==> config.mk <==
export PLATFORM = sky130hd
export DESIGN_NAME = alu_op_sequencer
export DESIGN_NICKNAME = d
export VERILOG_FILES = /design/src/rtl/alu_op_sequencer.sv
export SDC_FILE = /design/constraint.sdc
export NUM_CORES = 1
export LEC_CHECK = 0
export BUFFER_PORTS_ARGS = -buffer_cell sky130_fd_sc_hd__buf_4
export CORE_MARGIN = 3
export CORE_UTILIZATION = 30
export DETAILED_ROUTE_END_ITERATION = 10
export HOLD_SLACK_MARGIN = 0.03
export SLEW_MARGIN = 20
export SYNTH_ARGS = -nofsm -noshare
export SYNTH_HDL_FRONTEND = slang
export SYNTH_SLANG_ARGS = --single-unit
==> constraint.sdc <==
create_clock -name clk -period 5.5 [get_ports clk]
set_input_delay 0.275 -clock clk [delete_from_list [all_inputs] [get_ports clk]]
set_output_delay 0.275 -clock clk [all_outputs]
set_load 0.02 [all_outputs]
==> src/rtl/alu_op_sequencer.sv <==
// Request queue and result collector around an external 3-bit ALU.
// Requests {a, b, sel} are buffered in a FIFO, the head entry drives the ALU,
// and the ALU output matching the head's select is captured into a
// valid/ready output register.
module alu_op_sequencer #(
    parameter int unsigned DEPTH = 4,
    parameter int unsigned CNT_W = 8
) (
    input  logic                       clk,
    input  logic                       rst_n,
    input  logic                       in_valid,
    output logic                       in_ready,
    input  logic [2:0]                 in_a,
    input  logic [2:0]                 in_b,
    input  logic [1:0]                 in_sel,
    output logic [2:0]                 alu_a,
    output logic [2:0]                 alu_b,
    output logic [1:0]                 alu_sel,
    input  logic [3:0]                 alu_sum,
    input  logic [3:0]                 alu_inv,
    input  logic [2:0]                 alu_sub,
    input  logic [5:0]                 alu_mul,
    output logic                       out_valid,
    input  logic                       out_ready,
    output logic [5:0]                 out_result,
    output logic [1:0]                 out_sel,
    output logic [$clog2(DEPTH):0]     fifo_count,
    output logic [CNT_W-1:0]           ops_done
);

    localparam int unsigned PTR_W = $clog2(DEPTH);
    localparam int unsigned CNT_FW = PTR_W + 1;

    typedef struct packed {
        logic [2:0] a;
        logic [2:0] b;
        logic [1:0] sel;
    } req_t;

    typedef enum logic [0:0] {
        OutEmpty,
        OutFull
    } out_state_e;

    req_t              mem_q [DEPTH];
    logic [PTR_W-1:0]  wr_ptr_q;
    logic [PTR_W-1:0]  rd_ptr_q;
    logic [CNT_FW-1:0] count_q;
    out_state_e        state_q;

    logic       fifo_empty;
    logic       push;
    logic       pop;
    logic       out_hs;
    req_t       head;
    req_t       in_req;
    logic [5:0] sel_result;

    // Readiness depends only on registered occupancy, never on a same-cycle pop.
    assign fifo_empty = (count_q == '0);
    assign in_ready   = (count_q < CNT_FW'(DEPTH));
    assign push       = in_valid && in_ready;
    assign pop        = !fifo_empty && ((state_q == OutEmpty) || out_ready);
    assign out_hs     = (state_q == OutFull) && out_ready;
    assign head       = mem_q[rd_ptr_q];
    assign in_req     = '{a: in_a, b: in_b, sel: in_sel};
    assign fifo_count = count_q;
    assign out_valid  = (state_q == OutFull);

    // Present the head entry to the ALU; zeros while the queue is empty.
    always_comb begin
        alu_a   = 3'd0;
        alu_b   = 3'd0;
        alu_sel = 2'd0;
        if (!fifo_empty) begin
            alu_a   = head.a;
            alu_b   = head.b;
            alu_sel = head.sel;
        end
    end

    // Pick the ALU bus named by the head select and zero-extend it.
    always_comb begin
        sel_result = 6'd0;
        unique case (head.sel)
            2'b00: sel_result = {2'b00, alu_sum};
            2'b01: sel_result = {2'b00, alu_inv};
            2'b10: sel_result = {3'b000, alu_sub};
            2'b11: sel_result = alu_mul;
            default: sel_result = 6'd0;
        endcase
    end

    // FIFO storage; contents are don't-care until written, so no reset.
    always_ff @(posedge clk) begin
        if (push) begin
            mem_q[wr_ptr_q] <= in_req;
        end
    end

    // FIFO pointers and occupancy; power-of-2 depth lets pointers wrap naturally.
    always_ff @(posedge clk or negedge rst_n) begin
        if (!rst_n) begin
            wr_ptr_q <= '0;
            rd_ptr_q <= '0;
            count_q  <= '0;
        end else begin
            if (push) begin
                wr_ptr_q <= wr_ptr_q + PTR_W'(1);
            end
            if (pop) begin
                rd_ptr_q <= rd_ptr_q + PTR_W'(1);
            end
            if (push && !pop) begin
                count_q <= count_q + CNT_FW'(1);
            end else if (!push && pop) begin
                count_q <= count_q - CNT_FW'(1);
            end
        end
    end

    // Output register FSM with captured result, select and handshake counter.
    always_ff @(posedge clk or negedge rst_n) begin
        if (!rst_n) begin
            state_q    <= OutEmpty;
            out_result <= 6'd0;
            out_sel    <= 2'd0;
            ops_done   <= '0;
        end else begin
            if (out_hs) begin
                ops_done <= ops_done + CNT_W'(1);
            end
            case (state_q)
                OutEmpty: begin
                    if (pop) begin
                        out_result <= sel_result;
                        out_sel    <= head.sel;
                        state_q    <= OutFull;
                    end
                end
                OutFull: begin
                    if (pop) begin
                        out_result <= sel_result;
                        out_sel    <= head.sel;
                    end else if (out_ready) begin
                        // Result and select hold their last values after the drop.
                        state_q <= OutEmpty;
                    end
                end
                default: state_q <= OutEmpty;
            endcase
        end
    end

endmodule
* Word level (Yosys, flattened, before mapping)
Memory sizes are Yosys's and may differ from the RTL's.
Index checks and enable logic that the tools add are counted.
** Storage, ports and cells
- Register bits :: 24
- Bits in latches :: 0
- RAM bits :: 32
- ROM bits :: 0
- Input port bits :: 29
- Output and inout port bits :: 29
- Logic and storage cells :: 44
- Memories :: 1
** Cells by class
- Add/sub/neg operators :: 5
- Multiply operators :: 0
- Div/mod/pow operators :: 0
- Order comparisons :: 1
- Equal/unequal tests :: 3
- Shift-type cells :: 0
- Muxes and demuxes :: 14
- Bitwise operators :: 1
- Reductions and logical operators :: 12
** Memory list
- mem_q :: depth 4, width 8, rd ports 1, clocked after memory_dff 0, wr ports 1, RTL line 45 : req_t mem_q [DEPTH];
** Operators with widths (number)
- one-hot mux 6 bit (4 select lines) :: 1
- two-way mux 3 bit :: 4
- adder 8 x 1 -> 8 bit (second input constant) :: 1
- two-way mux 6 bit :: 1
- logical AND 1 bit :: 5
- two-way mux 1 bit :: 5
- adder 2 x 1 -> 2 bit (second input constant) :: 2
- == test 2 bit (second input constant) :: 2
- two-way mux 2 bit :: 2
- adder 3 x 1 -> 3 bit (second input constant) :: 1
- zero test 1 bit :: 3
- zero test 3 bit :: 1
- < comparator 3 bit (second input constant) :: 1
- subtractor 3 x 1 -> 3 bit (second input constant) :: 1
- == test 2 x 1 -> 1 bit (second input constant) :: 1
- zero test 2 bit :: 1
- one-hot mux 1 bit (2 select lines) :: 1
- nonzero test 2 bit :: 1
- logical OR 1 bit :: 1
- NOT 1 bit :: 1

* Longest topological paths before layout
- Depth in word-level cells :: 6
- Depth in mapped cells :: 9
- Depth with buffers taken out :: 9

* Worst setup path before layout
Ideal clock, no wire load.
- Path kind :: register -> register
- Start :: register count_q[0], in the netlist fifo_count[0]
- End :: register count_q[1], in the netlist fifo_count[1]
- Library setup time :: 125 ps
- Arrival time :: 2280 ps
- Required time :: 5375 ps
- Setup slack :: 3095 ps
- Stages on the path, launching flop included :: 8
- Buffers on the path :: 0
- Clock period less this slack :: 2405 ps
- Cells stage by stage :: dfrtp_1 nor3_1 nor2_1 clkinv_1 ha_1 inv_1 fa_1 mux2_2
** On the way
- Longest elaborated chain between the ends :: 6
- Elaborated cells between the ends (all ways) :: 14
- Classes of those cells :: 2 x add/sub; 1 x order compare; 2 x mux; 9 x reduce/logical
** RTL lines
- start, declared :: RTL line 48 : logic [CNT_FW-1:0] count_q;
- start signal, assigned :: RTL line 115 : count_q <= count_q + CNT_FW'(1);
- start signal, assigned :: RTL line 117 : count_q <= count_q - CNT_FW'(1);
- parallel branches: the longest is 6 deep, another holds < comparator 3 bit
Parallel ways; which one is timed is not known. The select of a mux whose other input is x is not followed.
A chain may end at the register's enable or synchronous reset.

* Final worst setup path
- Start :: register state_q, in the netlist out_valid
- End :: register count_q[1], in the netlist fifo_count[1]
** On the way
- Longest elaborated chain between the ends :: 6
- Elaborated cells between the ends (all ways) :: 8
- Classes of those cells :: 1 x mux; 1 x bitwise; 6 x reduce/logical
** RTL lines
- start, declared :: RTL line 49 : out_state_e state_q;
- start signal, assigned :: RTL line 125 : state_q <= OutEmpty;
- start signal, assigned :: RTL line 138 : state_q <= OutFull;
- start signal, assigned :: RTL line 147 : state_q <= OutEmpty;
- NOT 1 bit (*)
- logical OR 1 bit (*) :: RTL line 63 : assign pop = !fifo_empty && ((state_q == OutEmpty) || out_ready);
- logical AND 1 bit (*) :: RTL line 63
- zero test 1 bit :: RTL line 114 : if (push && !pop) begin
- logical AND 1 bit :: RTL line 114
- two-way mux 3 bit or nonzero test 2 bit (tied branches)
Every way passes the cells marked *; elsewhere a longest branch is shown, timed or not.

==> metrics.yaml <==
run:
  maxCapViolCount: 0
global_routing:
  overflow: 0
  grtUsageTotal_pct: 10.9
  grt_pass1_vias: 1645
  antenna_found_initial: 0
  grt_max_degree: 25
  grt_first_pass_wirelength_mm: 8.34
yosys:
  synth_async_sr_flop_share_pct: 42.9
  yosys_warnings: 0
  seq_area_frac_synth_pct: 61.6
  yosys.cell_types.count: 36
  synth-seq-cells: 56
  syn-cell-area_sq_um: 2540
  syn_nets: 215
  syn_avg_cell_area_sq_um: 14.2
  synth_edf_count: 32
  synth_top_flop_cell: "edfxtp_1"
  synthCells: 179
min_path:
  hold_class: "in -> reg"
  whs_endpoint: "mem_q[0][3]"
  hp-start: "in_b[1]"
  holdPathStages: 1
setup_path:
  crit_path_max_fanout: 9
  reg2regPathDepth: 7
  r2r_setup_slack_ns: 2.86
  criticalPathCategory: "reg -> reg"
  r2r-start: "out_valid"
  cp.arrival_ns: 2.83
  cp.required_ns: 5.69
  timing.rr.end: "fifo_count[1]"
  cp-start-kind: "register"
  cp-end-kind: "register"
sta:
  setup_tns_ns: 0
  rsz0062_at_grt: "no"
  worstMarginPinSlew_ns: 0.833
  max_clock_freq_mhz: 379
  fin_crit_sh_pct: 48.0
  finalSetupViolCount: 0
  hold_viol: 0
  relSlewSlack_pct: 44.5
  skew_ns: 0.00837
  period_minus_slack_ns: 2.64
  maxSlewViolCount: 0
  timing.final.ws_setup_ns: 2.86
layout:
  postLayoutCoreUtil_pct: 39.6
  area_growth_syn_to_layout_pct: 24.3
  mostFrequentLayoutCell: "buf_4"
  final_cell_mix: "57 x buf_4, 32 x edfxtp_1, 24 x dfrtp_1"
  drive_gt1_share_pct: 30.7
  antenna_cells: 0
  nets: 274
floorplan:
  ios: 58
  die_area_sq_um: 9590
  rows: 32
  initial_utilization_pct: 31.8
  chipWidth_microns: 97.9
  fp.coreArea_sq_um: 7970
  die_h_microns: 97.9
route:
  wire_per_inst_microns: 14.8
  drt_iter0_markers: 85
  drc: 0
  ant_nets: 0
  drt-total-wl_mm: 5.02
  vias: 1587
  drt_pre_antenna_iters: 4
  viasPerCell: 4.67
cts:
  post_cts_resized: 0
  path_clk_slew_ns: 0.09
  htreeDepth: 2
  tritoncts: "yes"
  cts_root_buffer: "clkbuf_8"
  clk_path_buf_depth: 2
  post_cts_buffers: 0
  holdBufCountCts: 1
  insertion_delay_ns: 0.30
  cts_sinks: 56
  cts_buffers: 5
pwr:
  ir_drop_mv: 0.156
  power-per-cell-area_nw_per_um2: 523
  p_leak_uw: 0.00130
place:
  io_buffers: 57
  pre_cts_slack_ns: 2.88
  gp_congestion: 0.806
  hpwl_mm: 3.79
status:
  status: "finished, final reports clean"
## cell families (layout without fill, tap and decap cells)
logic type	Yosys count	count (layout)	synth area share [%]
AO/OA/AOI/OAI	11	11	2.76
XOR/XNOR	13	13	4.49
adder cells (fa/ha/maj)	7	7	3.75
buffers and inverters	13	72	2.27
flip-flops	56	56	61.6
multiplexers	19	19	12.3
AND/OR/NAND/NOR	60	60	12.9
## cell type report
type                            count  area, sq um
Clock buffer                        5         68.8
Clock inverter                      2         12.5
Fill cell                         743         4820
Inverter                            7         26.3
Multi-Input combinational cell    110          917
Sequential cell                    56         1560
Tap cell                          102          128
Timing Repair Buffer               58          438
## worst max-delay path: stages, from the launching register on
cell,delay [ns]
dfrtp_1,0.43
nor2b_1,0.16
nor2_1,0.46
clkinv_1,0.41
ha_1,0.32
inv_1,0.08
fa_1,0.40
mux2_2,0.27
## through the flow
| stage | total power [uW] | instances | hold slack [ns] | area [sq um] |
|---|---|---|---|---|
| floorplan | 1170 | 179 | -0.0206 | 2540 |
| global placement | 1460 | 332 | 0.193 | 3060 |
| detailed placement | 1460 | 332 | 0.195 | 3060 |
| CTS | 1670 | 340 | 0.166 | 3150 |
| global route | 1760 | 340 | 0.160 | 3150 |
| finish | 1650 | 340 | 0.175 | 3150 |
## cell usage after synthesis (all sizes together) (3+ instances only)
cell	count	share of area [%]
edfxtp	32	38
dfrtp	24	24
nand2	20	3.0
and2	13	3.2
xnor2	10	3.5
mux4	8	7.7
nor3	7	1.4
ha	6	3.0
inv	6	0.89
mux2i	6	2.4
mux2	5	2.2
nand3	5	0.99
o21ai	4	0.79
a211oi	3	0.89
buf	3	0.79
clkbuf	3	0.44
o22ai	3	0.74
xor2	3	1.0
## registers in the layout, indices dropped and copies added (netlist names)
register    flops
fifo_count      3
mem_q          32
ops_done        8
out_result      6
out_sel         2
out_valid       1
rd_ptr_q        2
wr_ptr_q        2
## power by group
group	internal, uW	switching (uW)	leakage (uW)	total, uW
clock	86.6	122	0.0000416	208
combinational	366	386	0.000680	752
sequential	562	125	0.000579	687
## metal layers
metal  track usage (%)  vias to the layer above  routed length [microns]
li1                  -                      767                        -
met2              18.7                       30                     2620
met3              1.93                        8                      186
met1              13.9                      782                     2130
met5                 0                        -                        0
met4              3.83                        0                       85
## worst max path at each step
stage | start | depth (start not counted) | end
after global placement | out_valid | 7 | fifo_count[1]
after global routing | fifo_count[0] | 7 | fifo_count[1]
after CTS | fifo_count[0] | 7 | fifo_count[1]
after floorplan | fifo_count[0] | 7 | fifo_count[1]
final | out_valid | 7 | fifo_count[1]
after detailed placement | out_valid | 7 | fifo_count[1]
Note: power is estimated with default switching activity, not from simulation.
